[src/rtl/hazard_stall_ctrl_if.sv]
// hazard_stall_ctrl_if: pipeline-side hazard inputs and stall/flush controls
interface hazard_stall_ctrl_if #(
    parameter int unsigned PERF_W = 16
);
    logic              idex_memread_i;
    logic [4:0]        idex_rd_i;
    logic [4:0]        ifid_rs1_i;
    logic [4:0]        ifid_rs2_i;
    logic              ifid_uses_rs2_i;
    logic              branch_taken_i;
    logic              dmem_req_i;
    logic              dmem_ready_i;
    logic              pc_write_o;
    logic              ifid_write_o;
    logic              hazard_o;
    logic              ifid_flush_o;
    logic              pipe_en_o;
    logic              timeout_err_o;
    logic [PERF_W-1:0] stall_cyc_o;
    logic [PERF_W-1:0] flush_cnt_o;

    modport master (
        output idex_memread_i, idex_rd_i, ifid_rs1_i, ifid_rs2_i, ifid_uses_rs2_i,
               branch_taken_i, dmem_req_i, dmem_ready_i,
        input  pc_write_o, ifid_write_o, hazard_o, ifid_flush_o, pipe_en_o,
               timeout_err_o, stall_cyc_o, flush_cnt_o
    );

    modport slave (
        input  idex_memread_i, idex_rd_i, ifid_rs1_i, ifid_rs2_i, ifid_uses_rs2_i,
               branch_taken_i, dmem_req_i, dmem_ready_i,
        output pc_write_o, ifid_write_o, hazard_o, ifid_flush_o, pipe_en_o,
               timeout_err_o, stall_cyc_o, flush_cnt_o
    );
endinterface

[src/rtl/hazard_stall_ctrl.sv]
// hazard_stall_ctrl: load-use bubble, memory freeze and branch flush control; HAZARD_PERF_CNT_EN adds stall/flush counters
module hazard_stall_ctrl #(
    parameter int unsigned MEM_TIMEOUT = 15,
    parameter int unsigned PERF_W      = 16
) (
    input logic               clk_i,
    input logic               rst_i,
    hazard_stall_ctrl_if.slave bus
);
    typedef enum logic {RUN, MWAIT} state_t;

    localparam logic [7:0] TIMEOUT = 8'(MEM_TIMEOUT);

    state_t     state;
    logic [7:0] wait_cnt;
    logic       lu, mw, run_ok, freeze, flush, bubble, hold_front;

    // hazard terms and Mealy outputs; reset forces the idle pattern
    always_comb begin
        lu         = bus.idex_memread_i & (bus.idex_rd_i != 5'd0) &
                     ((bus.idex_rd_i == bus.ifid_rs1_i) |
                      (bus.ifid_uses_rs2_i & (bus.idex_rd_i == bus.ifid_rs2_i)));
        mw         = bus.dmem_req_i & ~bus.dmem_ready_i;
        run_ok     = ~rst_i & (state == RUN) & ~mw;
        freeze     = ~rst_i & ((state == MWAIT) ? ~bus.dmem_ready_i : mw);
        flush      = run_ok & bus.branch_taken_i;
        bubble     = run_ok & ~bus.branch_taken_i & lu;
        hold_front = freeze | bubble;
    end

    assign bus.pc_write_o   = ~hold_front;
    assign bus.ifid_write_o = ~hold_front;
    assign bus.hazard_o     = flush | bubble;
    assign bus.ifid_flush_o = flush;
    assign bus.pipe_en_o    = ~freeze;

    // memory-wait FSM with saturating wait counter and sticky timeout flag
    always_ff @(posedge clk_i) begin
        if (rst_i) begin
            state             <= RUN;
            wait_cnt          <= 8'd0;
            bus.timeout_err_o <= 1'b0;
        end else if (state == RUN) begin
            state    <= mw ? MWAIT : RUN;
            wait_cnt <= mw ? 8'd1 : 8'd0;
        end else if (bus.dmem_ready_i) begin
            state    <= RUN;
            wait_cnt <= 8'd0;
        end else begin
            wait_cnt <= (&wait_cnt) ? wait_cnt : wait_cnt + 8'd1;
            if (wait_cnt >= TIMEOUT) bus.timeout_err_o <= 1'b1;
        end
    end

`ifdef HAZARD_PERF_CNT_EN
    logic [PERF_W-1:0] stall_cyc, flush_cnt;

    // saturating counts of front-end stall cycles and flush cycles
    always_ff @(posedge clk_i) begin
        if (rst_i) begin
            stall_cyc <= '0;
            flush_cnt <= '0;
        end else begin
            if (hold_front && !(&stall_cyc)) stall_cyc <= stall_cyc + PERF_W'(1);
            if (flush && !(&flush_cnt)) flush_cnt <= flush_cnt + PERF_W'(1);
        end
    end

    assign bus.stall_cyc_o = stall_cyc;
    assign bus.flush_cnt_o = flush_cnt;
`else
    assign bus.stall_cyc_o = {PERF_W{1'b0}};
    assign bus.flush_cnt_o = {PERF_W{1'b0}};
`endif
endmodule

[src/flat_wrapper.sv]
// flat-port wrapper written by rule: the top's interface ports become plain ports
module hazard_stall_ctrl_flat 
#(
    parameter int unsigned MEM_TIMEOUT = 15,
    parameter int unsigned PERF_W      = 16
)
  (clk_i, rst_i, bus_idex_memread_i, bus_idex_rd_i, bus_ifid_rs1_i, bus_ifid_rs2_i, bus_ifid_uses_rs2_i, bus_branch_taken_i, bus_dmem_req_i, bus_dmem_ready_i, bus_pc_write_o, bus_ifid_write_o, bus_hazard_o, bus_ifid_flush_o, bus_pipe_en_o, bus_timeout_err_o, bus_stall_cyc_o, bus_flush_cnt_o);
  hazard_stall_ctrl_if #(.PERF_W(PERF_W)) bus_i ();
  input logic clk_i;
  input logic rst_i;
  input wire logic [$bits(bus_i.idex_memread_i)-1:0] bus_idex_memread_i;
  input wire logic [$bits(bus_i.idex_rd_i)-1:0] bus_idex_rd_i;
  input wire logic [$bits(bus_i.ifid_rs1_i)-1:0] bus_ifid_rs1_i;
  input wire logic [$bits(bus_i.ifid_rs2_i)-1:0] bus_ifid_rs2_i;
  input wire logic [$bits(bus_i.ifid_uses_rs2_i)-1:0] bus_ifid_uses_rs2_i;
  input wire logic [$bits(bus_i.branch_taken_i)-1:0] bus_branch_taken_i;
  input wire logic [$bits(bus_i.dmem_req_i)-1:0] bus_dmem_req_i;
  input wire logic [$bits(bus_i.dmem_ready_i)-1:0] bus_dmem_ready_i;
  output wire logic [$bits(bus_i.pc_write_o)-1:0] bus_pc_write_o;
  output wire logic [$bits(bus_i.ifid_write_o)-1:0] bus_ifid_write_o;
  output wire logic [$bits(bus_i.hazard_o)-1:0] bus_hazard_o;
  output wire logic [$bits(bus_i.ifid_flush_o)-1:0] bus_ifid_flush_o;
  output wire logic [$bits(bus_i.pipe_en_o)-1:0] bus_pipe_en_o;
  output wire logic [$bits(bus_i.timeout_err_o)-1:0] bus_timeout_err_o;
  output wire logic [$bits(bus_i.stall_cyc_o)-1:0] bus_stall_cyc_o;
  output wire logic [$bits(bus_i.flush_cnt_o)-1:0] bus_flush_cnt_o;
  assign bus_i.idex_memread_i = bus_idex_memread_i;
  assign bus_i.idex_rd_i = bus_idex_rd_i;
  assign bus_i.ifid_rs1_i = bus_ifid_rs1_i;
  assign bus_i.ifid_rs2_i = bus_ifid_rs2_i;
  assign bus_i.ifid_uses_rs2_i = bus_ifid_uses_rs2_i;
  assign bus_i.branch_taken_i = bus_branch_taken_i;
  assign bus_i.dmem_req_i = bus_dmem_req_i;
  assign bus_i.dmem_ready_i = bus_dmem_ready_i;
  assign bus_pc_write_o = bus_i.pc_write_o;
  assign bus_ifid_write_o = bus_i.ifid_write_o;
  assign bus_hazard_o = bus_i.hazard_o;
  assign bus_ifid_flush_o = bus_i.ifid_flush_o;
  assign bus_pipe_en_o = bus_i.pipe_en_o;
  assign bus_timeout_err_o = bus_i.timeout_err_o;
  assign bus_stall_cyc_o = bus_i.stall_cyc_o;
  assign bus_flush_cnt_o = bus_i.flush_cnt_o;
  hazard_stall_ctrl #(.MEM_TIMEOUT(MEM_TIMEOUT), .PERF_W(PERF_W)) u_core (.clk_i(clk_i), .rst_i(rst_i), .bus(bus_i));
endmodule
[config.mk]
export PLATFORM = sky130hd
export DESIGN_NAME = hazard_stall_ctrl_flat
export DESIGN_NICKNAME = d
export VERILOG_FILES = /design/src/rtl/hazard_stall_ctrl_if.sv /design/src/rtl/hazard_stall_ctrl.sv /design/src/flat_wrapper.sv
export SDC_FILE = /design/constraint.sdc
export NUM_CORES = 1
export LEC_CHECK = 0
export CORE_UTILIZATION = 37
export CTS_BUF_LIST = sky130_fd_sc_hd__clkbuf_4
export CTS_CLUSTER_DIAMETER = 60
export DETAILED_ROUTE_END_ITERATION = 8
export PLACE_DENSITY = 0.83
export SLEW_MARGIN = 20
export SYNTH_ARGS = -nofsm -noshare
export SYNTH_HDL_FRONTEND = slang
export SYNTH_SLANG_ARGS = --single-unit
[constraint.sdc]
create_clock -name clk_i -period 2.65 [get_ports clk_i]
set_clock_uncertainty 0.2 [all_clocks]
set_input_delay 0.3975 -clock clk_i [delete_from_list [all_inputs] [get_ports clk_i]]
set_output_delay 0.3975 -clock clk_i [all_outputs]
set_load 0.02 [all_outputs]
-- Word-level counts from Yosys, hierarchy flattened
Cells that the tools add are included.
- add/sub/neg operators: 1
- magnitude comparators: 1
- equality and inequality tests: 3
- muxes and demuxes: 8
- bitwise gates (word level): 20
- reduce and logical (&&, ||, !) cells: 3
- operators with widths (operator ; number):
    two-way mux 8 bit ; 3
    AND 1 bit ; 10
    == test 5 bit ; 2
    adder 8 x 1 -> 8 bit (second input constant) ; 1
    >= comparator 8 x 4 -> 1 bit (second input constant) ; 1
    AND reduction 8 bit ; 1
    NOT 1 bit ; 7
    two-way mux 1 bit ; 5
    nonzero test 5 bit ; 1
    inequality test 3 bit (second input constant) ; 1
    OR 1 bit ; 3
    AND reduction 3 bit ; 1
- bits in registers: 10

-- Logic depth before layout (Yosys ltp)
Gate-level depths: netlist of the first run.
- depth in word-level cells: 8
- gate-level depth with buffers: 6
- depth with buffers taken out: 5

-- Least setup slack after synthesis of the first run
Ideal clock, no wire load.
- path kind: input-to-output
- from: input port bus_ifid_rs2_i[4]
- to: output port bus_pc_write_o
- data arrival time: 1.389 ns
- path slack: 0.664 ns
- stages on the path: 5
- path buffers: 1
- path through: xnor2_1 -> nand4_1 -> o22ai_1 -> a41oi_1 -> buf_4
- cells in the longest elaborated chain, start to end: 7
- ends and longest elaborated chain (element ; line ; text):
    from (decl) ; flat_wrapper.sv:14 ; input wire logic [$bits(bus_i.ifid_rs2_i)-1:0] bus_ifid_rs2_i;
    == test 5 bit ; hazard_stall_ctrl.sv:22 ; (bus.ifid_uses_rs2_i & (bus.idex_rd_i == bus.ifid_rs2_i)));
    AND 1 bit ; hazard_stall_ctrl.sv:22 ;
    OR 1 bit ; hazard_stall_ctrl.sv:21 ; ((bus.idex_rd_i == bus.ifid_rs1_i) |
    AND 1 bit ; hazard_stall_ctrl.sv:20 ; lu = bus.idex_memread_i & (bus.idex_rd_i != 5'd0) &
    AND 1 bit ; hazard_stall_ctrl.sv:27 ; bubble = run_ok & ~bus.branch_taken_i & lu;
    OR 1 bit ; hazard_stall_ctrl.sv:28 ; hold_front = freeze | bubble;
    NOT 1 bit ; - ;
    to (decl) ; flat_wrapper.sv:19 ; output wire logic [$bits(bus_i.pc_write_o)-1:0] bus_pc_write_o;
No other way between the ends.

-- Worst setup path after layout of the first run
- from: input port bus_idex_rd_i[4]
- to: output port bus_hazard_o
- cells in the longest elaborated chain, start to end: 6
- elaborated cells on any way between the ends: 9
- ends and longest elaborated chain (element ; line ; text):
    from (decl) ; flat_wrapper.sv:12 ; input wire logic [$bits(bus_i.idex_rd_i)-1:0] bus_idex_rd_i;
    == test 5 bit ; hazard_stall_ctrl.sv:22 ;
    AND 1 bit ; hazard_stall_ctrl.sv:22 ;
    OR 1 bit ; hazard_stall_ctrl.sv:21 ;
    AND 1 bit (*) ; hazard_stall_ctrl.sv:20 ;
    AND 1 bit (*) ; hazard_stall_ctrl.sv:27 ;
    OR 1 bit (*) ; hazard_stall_ctrl.sv:33 ; assign bus.hazard_o = flush | bubble;
    to (decl) ; flat_wrapper.sv:21 ; output wire logic [$bits(bus_i.hazard_o)-1:0] bus_hazard_o;
Every way passes the cells marked *; elsewhere a longest branch is shown, timed or not.

==> results of run 1 <==
[area by class of cell]
cell class | instances | area, um2
Fill cell | 219 | 1150
Multi-Input combinational cell | 99 | 552
Timing Repair Buffer | 30 | 288
Sequential cell | 10 | 200
Tap cell | 28 | 35.0
Clock buffer | 3 | 22.5
Clock inverter | 1 | 3.75
Inverter | 1 | 3.75
[layer usage]
metal	share of wire [%]	vias to the layer above	track usage [%]
li1	-	384	-
met1	38	362	12.0
met2	55	33	28.1
met3	5.5	2	1.79
met4	1.4	0	4.05
met5	0	-	0
[state kept, by name, summed over array words and instances (netlist names)]
register / count
u_core.state: 1
u_core.wait_cnt: 8
u_core.bus.timeout_err_o: 1
[power by group through the flow]
stage                     Clock (mW)  Combinational [mW]  Sequential [mW]
after floorplan                    0               0.109            0.157
after global placement             0               0.122            0.157
after detailed placement           0               0.124            0.157
after CTS                      0.109               0.123            0.154
after global routing           0.118               0.131            0.154
final                          0.107               0.123            0.154
[stage by stage]
stage | std cells | instance area, um2 | power, mW | util (%)
after global routing | 172 | 1100 | 0.403 | 49.0
after CTS | 172 | 1100 | 0.385 | 49.0
after floorplan | 144 | 1010 | 0.266 | -
after global placement | 168 | 1080 | 0.279 | 48.1
final | 172 | 1100 | 0.383 | 49.0
after detailed placement | 168 | 1080 | 0.282 | 48.1
[kinds of logic after synthesis]
| logic type | Yosys count | synth area share, % |
|---|---|---|
| compound gates | 13 | 9.33 |
| xor+xnor | 11 | 10.7 |
| fa+ha+maj | 1 | 1.39 |
| buf+inv | 35 | 29.2 |
| flops | 10 | 22.3 |
| mux | 2 | 2.23 |
| other cells | 1 | 0.417 |
| simple gates | 40 | 24.4 |
[tightest hold or removal path, delay by kind of cell, from the launching register on]
kind	cells	cell delay (ns)
AOI/OAI and AO/OA	1	0.04
and+or+nand+nor	1	0.09
DFF	1	0.34
[Yosys cell counts, drive strengths merged, types with 3 or more instances]
library cell	count
nor2	8
nand3	3
buf	34
xnor2	11
dfxtp	10
a21oi	4
nor3	3
nand2	8
[worst max path at each step]
stage | slack, ns | to | depth (start not counted)
CTS | 0.09 | bus_pc_write_o | 6
global placement | -0.1 | bus_hazard_o | 6
detailed placement | -0.18 | bus_hazard_o | 6
global route | 0.02 | bus_pc_write_o | 6
finish | 0.09 | bus_hazard_o | 6
floorplan | 0.66 | bus_pc_write_o | 5
[repair_timing]
item | 4_1_cts | 5_1_grt
setup endpoints to repair | 4 | 0
hold buffers | 0 | 0
resized for setup | 4 | 0
buffers inserted | 0 | 0
==> impl_metrics.py, run 1 <==
metrics = {
    "placement": {
        "numPortBuffers": 27,
        "dp_slack_ns": -0.181,
        "dp_hpwl_um": 1470,
        "gp_congestion": 0.836,
    },
    "worst_setup_path": {
        "crit_family": "buffers and inverters",
        "crit_slowest_cell": "clkdlybuf4s50_1",
        "arrival_ns": 1.97,
        "r2r_end": "u_core.wait_cnt[5]",
        "crit_required_ns": 2.05,
        "critical_path_class": "primary input to output pin",
        "cp-startpoint": "bus_idex_rd_i[4]",
        "start_kind": "primary input",
        "critPathMaxStageDelay_ns": 0.47,
        "critPathMaxFanout": 3,
        "rrSetupSlack_ns": 0.62,
        "critical_path_buf_inv_count": 2,
        "cp-end-kind": "output pin",
        "reg2reg_from": "u_core.wait_cnt[0]",
        "path_cells": "clkdlybuf4s50_1 -> xnor2_1 -> nand4_1 -> o22ai_1 -> a41o_1 -> dlygate4sd2_1",
        "worst_r2r_path_depth": 5,
    },
    "synthesis": {
        "synth_area_um2": 898,
        "yosys.area.top_type": "buf_4",
        "avgSynthCellArea_um2": 7.95,
        "synth_seq_area_share_pct": 22.3,
        "synth-seq-cells": 10,
        "synth_cell_type_count": 33,
        "netlist_instances": 113,
        "synth-edff-count": 0,
        "async_flop_share_pct": 0,
        "synth.area.top_cells": "buf_4 28%, dfxtp_1 22%, xnor2_1 11%",
        "yosysWarnings": 0,
        "yosysTopAreaCellShare_pct": 27.6,
        "synth_ff_type": "dfxtp_1",
    },
    "final_layout": {
        "n_antenna_cell": 0,
        "final_cell_mix": "32 x conb_1, 23 x clkdlybuf4s50_1, 11 x xnor2_1, 10 x dfxtp_1",
        "area_delta_synth_final_pct": 23.0,
        "drive_above_1_share_pct": 5.56,
        "layout.nets": 168,
        "final_common_cell": "conb_1",
    },
    "sta": {
        "min_period_over_period_pct": 96.8,
        "fin_crit_ns": 2.56,
        "fin_ws_ns": 0.0853,
        "final_hold_viol_count": 0,
        "setup_viol": 0,
        "rsz0062_at_grt": "no",
        "max_freq_ghz": 0.390,
        "tns_ns": 0,
        "finalMaxSlewViolations": 0,
        "whs_ns": 0.311,
    },
    "drt": {
        "drt-total-wl_um": 1750,
        "first_pass_iters": 4,
        "antenna_left": 0,
        "drc": 0,
        "via_count": 781,
        "drt_iter0_markers": 17,
        "wl_per_cell_um": 10.2,
        "viasPerCell": 4.54,
    },
    "worst_hold_path": {
        "min_from": "u_core.bus.timeout_err_o",
        "hold_depth": 2,
        "min_path_type": "register to register",
        "min_to": "u_core.bus.timeout_err_o",
    },
    "grt": {
        "antenna_found_initial": 0,
        "grt_max_degree": 9,
        "first_global_vias": 674,
        "grt_usage_pct": 13.0,
        "grt_pass1_wl_um": 2620,
        "grt-ovfl-total": 0,
    },
    "clocking": {
        "htree_levels": 1,
        "cts.sinks": 10,
        "clkLatencyLatePin_ns": 0.26,
        "cts_tree": "yes",
        "clockRootBuffer": "clkbuf_4",
        "cts_buffers": 3,
        "cts_buffer_depth": 2,
        "clk_pin_slew_ns": 0.07,
    },
    "die": {
        "die_y_um": 51.3,
        "start_util_pct": 39.8,
        "fp.dieW_um": 51.3,
        "dieArea_mm2": 0.00263,
        "core-area_mm2": 0.00225,
        "ios": 60,
        "rows": 17,
    },
    "power_and_ir_drop": {
        "power.internal_mw": 0.258,
        "swShare_pct": 32.7,
        "leakagePower_nw": 0.465,
        "worst_ir_drop_vdd_uv": 256,
        "p_comb_share_pct": 32.0,
        "p_per_area_mw_per_mm2": 347,
        "seq_power_share_pct": 40.2,
        "p_sw_mw": 0.125,
        "p_clk_share_pct": 27.8,
    },
    "outcome": {
        "status": "complete, no violations",
    },
    "run": {
        "cap_violations": 0,
    },
}
Power figures use the tool's default switching activity.
==> run 2: changes to the inputs <==
--- a/config.mk
+++ b/config.mk
@@ -5,11 +5,13 @@
 export SDC_FILE = /design/constraint.sdc
 export NUM_CORES = 1
 export LEC_CHECK = 0
+export CAP_MARGIN = 20
 export CORE_UTILIZATION = 37
 export CTS_BUF_LIST = sky130_fd_sc_hd__clkbuf_4
 export CTS_CLUSTER_DIAMETER = 60
 export DETAILED_ROUTE_END_ITERATION = 8
 export PLACE_DENSITY = 0.83
+export RECOVER_POWER = 25
 export SLEW_MARGIN = 20
 export SYNTH_ARGS = -nofsm -noshare
 export SYNTH_HDL_FRONTEND = slang
==> run 2 against run 1 <==
Against the previous run:
- critical path depth unchanged
- register-to-register slack about the same
- sequential share of layout area unchanged
- via count decreased by 0.51%
- clock power about the same
- fmax about the same
- sequential power about the same
- first-iteration DRC count unchanged
- design area unchanged
- flip-flop and latch count unchanged
- global-route usage unchanged
- critical endpoint unchanged
- largest cell class unchanged
==> impl_metrics.py, run 2 (synthesized netlist as in run 1, its figures left out) <==
metrics = {
    "drt": {
        "antenna_left": 0,
        "drt_iter0_markers": 17,
        "wl_per_cell_um": 10.2,
        "first_pass_iters": 4,
        "via_count": 777,
        "drc": 0,
        "viasPerCell": 4.52,
        "drt-total-wl_um": 1760,
    },
    "clocking": {
        "clockRootBuffer": "clkbuf_4",
        "cts.sinks": 10,
        "clkLatencyLatePin_ns": 0.26,
        "htree_levels": 1,
        "cts_buffers": 3,
        "cts_tree": "yes",
        "cts_resized": 4,
        "clk_pin_slew_ns": 0.07,
        "cts_buffer_depth": 2,
        "postCtsSetupBuffers": 0,
        "holdBufCountCts": 0,
    },
    "power_and_ir_drop": {
        "p_comb_share_pct": 32.0,
        "power.internal_mw": 0.258,
        "leakagePower_nw": 0.465,
        "p_per_area_mw_per_mm2": 347,
        "seq_power_share_pct": 40.2,
        "worst_ir_drop_vdd_uv": 256,
        "swShare_pct": 32.7,
        "p_clk_share_pct": 27.8,
        "p_sw_mw": 0.125,
    },
    "final_layout": {
        "drive_above_1_share_pct": 5.56,
        "regMostFlops": "u_core.wait_cnt",
        "final_cells": 172,
        "largest_registers": "u_core.wait_cnt x8, u_core.bus.timeout_err_o x1, u_core.state x1",
        "area_delta_synth_final_pct": 23.0,
        "regArea_um2": 200,
        "n_antenna_cell": 0,
        "final_common_cell": "conb_1",
        "multiInputGateArea_um2": 552,
        "final_cell_mix": "32 x conb_1, 23 x clkdlybuf4s50_1, 11 x xnor2_1, 10 x dfxtp_1",
        "layout.nets": 168,
        "fill_cells": 219,
        "largest_reg_flops": 8,
    },
    "sta": {
        "fin_crit_ns": 2.56,
        "rsz0062_at_grt": "no",
        "final_hold_viol_count": 0,
        "setup_viol": 0,
        "finalMaxSlewViolations": 0,
        "max_freq_ghz": 0.390,
        "whs_ns": 0.311,
        "min_period_over_period_pct": 96.8,
        "tns_ns": 0,
    },
    "die": {
        "rows": 17,
        "dieArea_mm2": 0.00263,
        "die_y_um": 51.3,
        "ios": 60,
        "core-area_mm2": 0.00225,
        "start_util_pct": 39.8,
        "fp.dieW_um": 51.3,
    },
    "placement": {
        "numPortBuffers": 27,
        "dp_hpwl_um": 1470,
        "gp_congestion": 0.836,
        "dp.cells": 168,
    },
    "worst_setup_path": {
        "worst_r2r_path_depth": 5,
        "cp-end-kind": "output pin",
        "r2r_end": "u_core.wait_cnt[5]",
        "reg2reg_from": "u_core.wait_cnt[0]",
        "start_kind": "primary input",
        "crit_required_ns": 2.05,
        "endpoint": "bus_hazard_o",
        "critical_path_class": "primary input to output pin",
        "arrival_ns": 1.97,
        "critPathMaxFanout": 3,
        "cp-startpoint": "bus_idex_rd_i[4]",
        "rrSetupSlack_ns": 0.61,
    },
    "grt": {
        "grt_max_degree": 9,
        "grt-ovfl-total": 0,
        "grt_usage_pct": 13.0,
        "grt_pass1_wl_um": 2620,
        "antenna_found_initial": 0,
        "first_global_vias": 674,
    },
    "worst_hold_path": {
        "min_path_type": "register to register",
    },
    "run": {
        "cap_violations": 0,
    },
    "outcome": {
        "status": "complete, no violations",
    },
}
## run 2: changes by cell type in the layout (fill, tap and decap cells not counted)
cell      change
buf_4         -1
clkbuf_4      +1
## run 2: power groups by stage
stage          logic (mW)  registers (mW)  clock network (mW)
2_1_floorplan       0.109           0.157                   0
3_3_place_gp        0.122           0.157                   0
3_5_place_dp        0.124           0.157                   0
4_1_cts             0.123           0.154               0.109
5_1_grt             0.131           0.154               0.118
6_report            0.122           0.154               0.106
## run 2: layer usage
metal / up-vias / GRT usage, % / wire [um]
li1: 382 / - / -
met1: 362 / 12.0 / 675
met2: 31 / 28.1 / 969
met3: 2 / 1.79 / 92
met4: 0 / 4.05 / 24
met5: - / 0 / 0
## run 2: worst min-delay path by stage
stage | startpoint | to | cells past startpoint
after floorplan | rst_i | u_core.wait_cnt[0] | 1
after global placement | u_core.bus.timeout_err_o | u_core.bus.timeout_err_o | 2
after detailed placement | u_core.bus.timeout_err_o | u_core.bus.timeout_err_o | 2
after CTS | u_core.wait_cnt[5] | u_core.wait_cnt[5] | 2
after global routing | u_core.wait_cnt[5] | u_core.wait_cnt[5] | 2
final | u_core.bus.timeout_err_o | u_core.bus.timeout_err_o | 2
## run 2: cell type report
class	instances	share of cell area (%)
Clock inverter	1	0.340
Tap cell	28	3.17
Timing Repair Buffer	30	26.0
Clock buffer	3	2.04
Multi-Input combinational cell	99	49.9
Sequential cell	10	18.1
Inverter	1	0.340
## run 2: worst max-delay path, cell delays in order
cell and delay, ns:
clkdlybuf4s50_1 0.47, xnor2_1 0.24, nand4_1 0.14, o22ai_1 0.20
a41o_1 0.19, dlygate4sd2_1 0.33
## run 2: per-stage QoR
stage / utilization, % / total power [mW] / cell area (um2) / setup WS [ns]
after floorplan: - / 0.266 / 1010 / 0.664
after global placement: 48.1 / 0.279 / 1080 / -0.0997
after detailed placement: 48.1 / 0.282 / 1080 / -0.181
after CTS: 49.0 / 0.385 / 1100 / 0.0860
after global routing: 49.0 / 0.403 / 1100 / 0.0189
final: 49.0 / 0.383 / 1100 / 0.0851
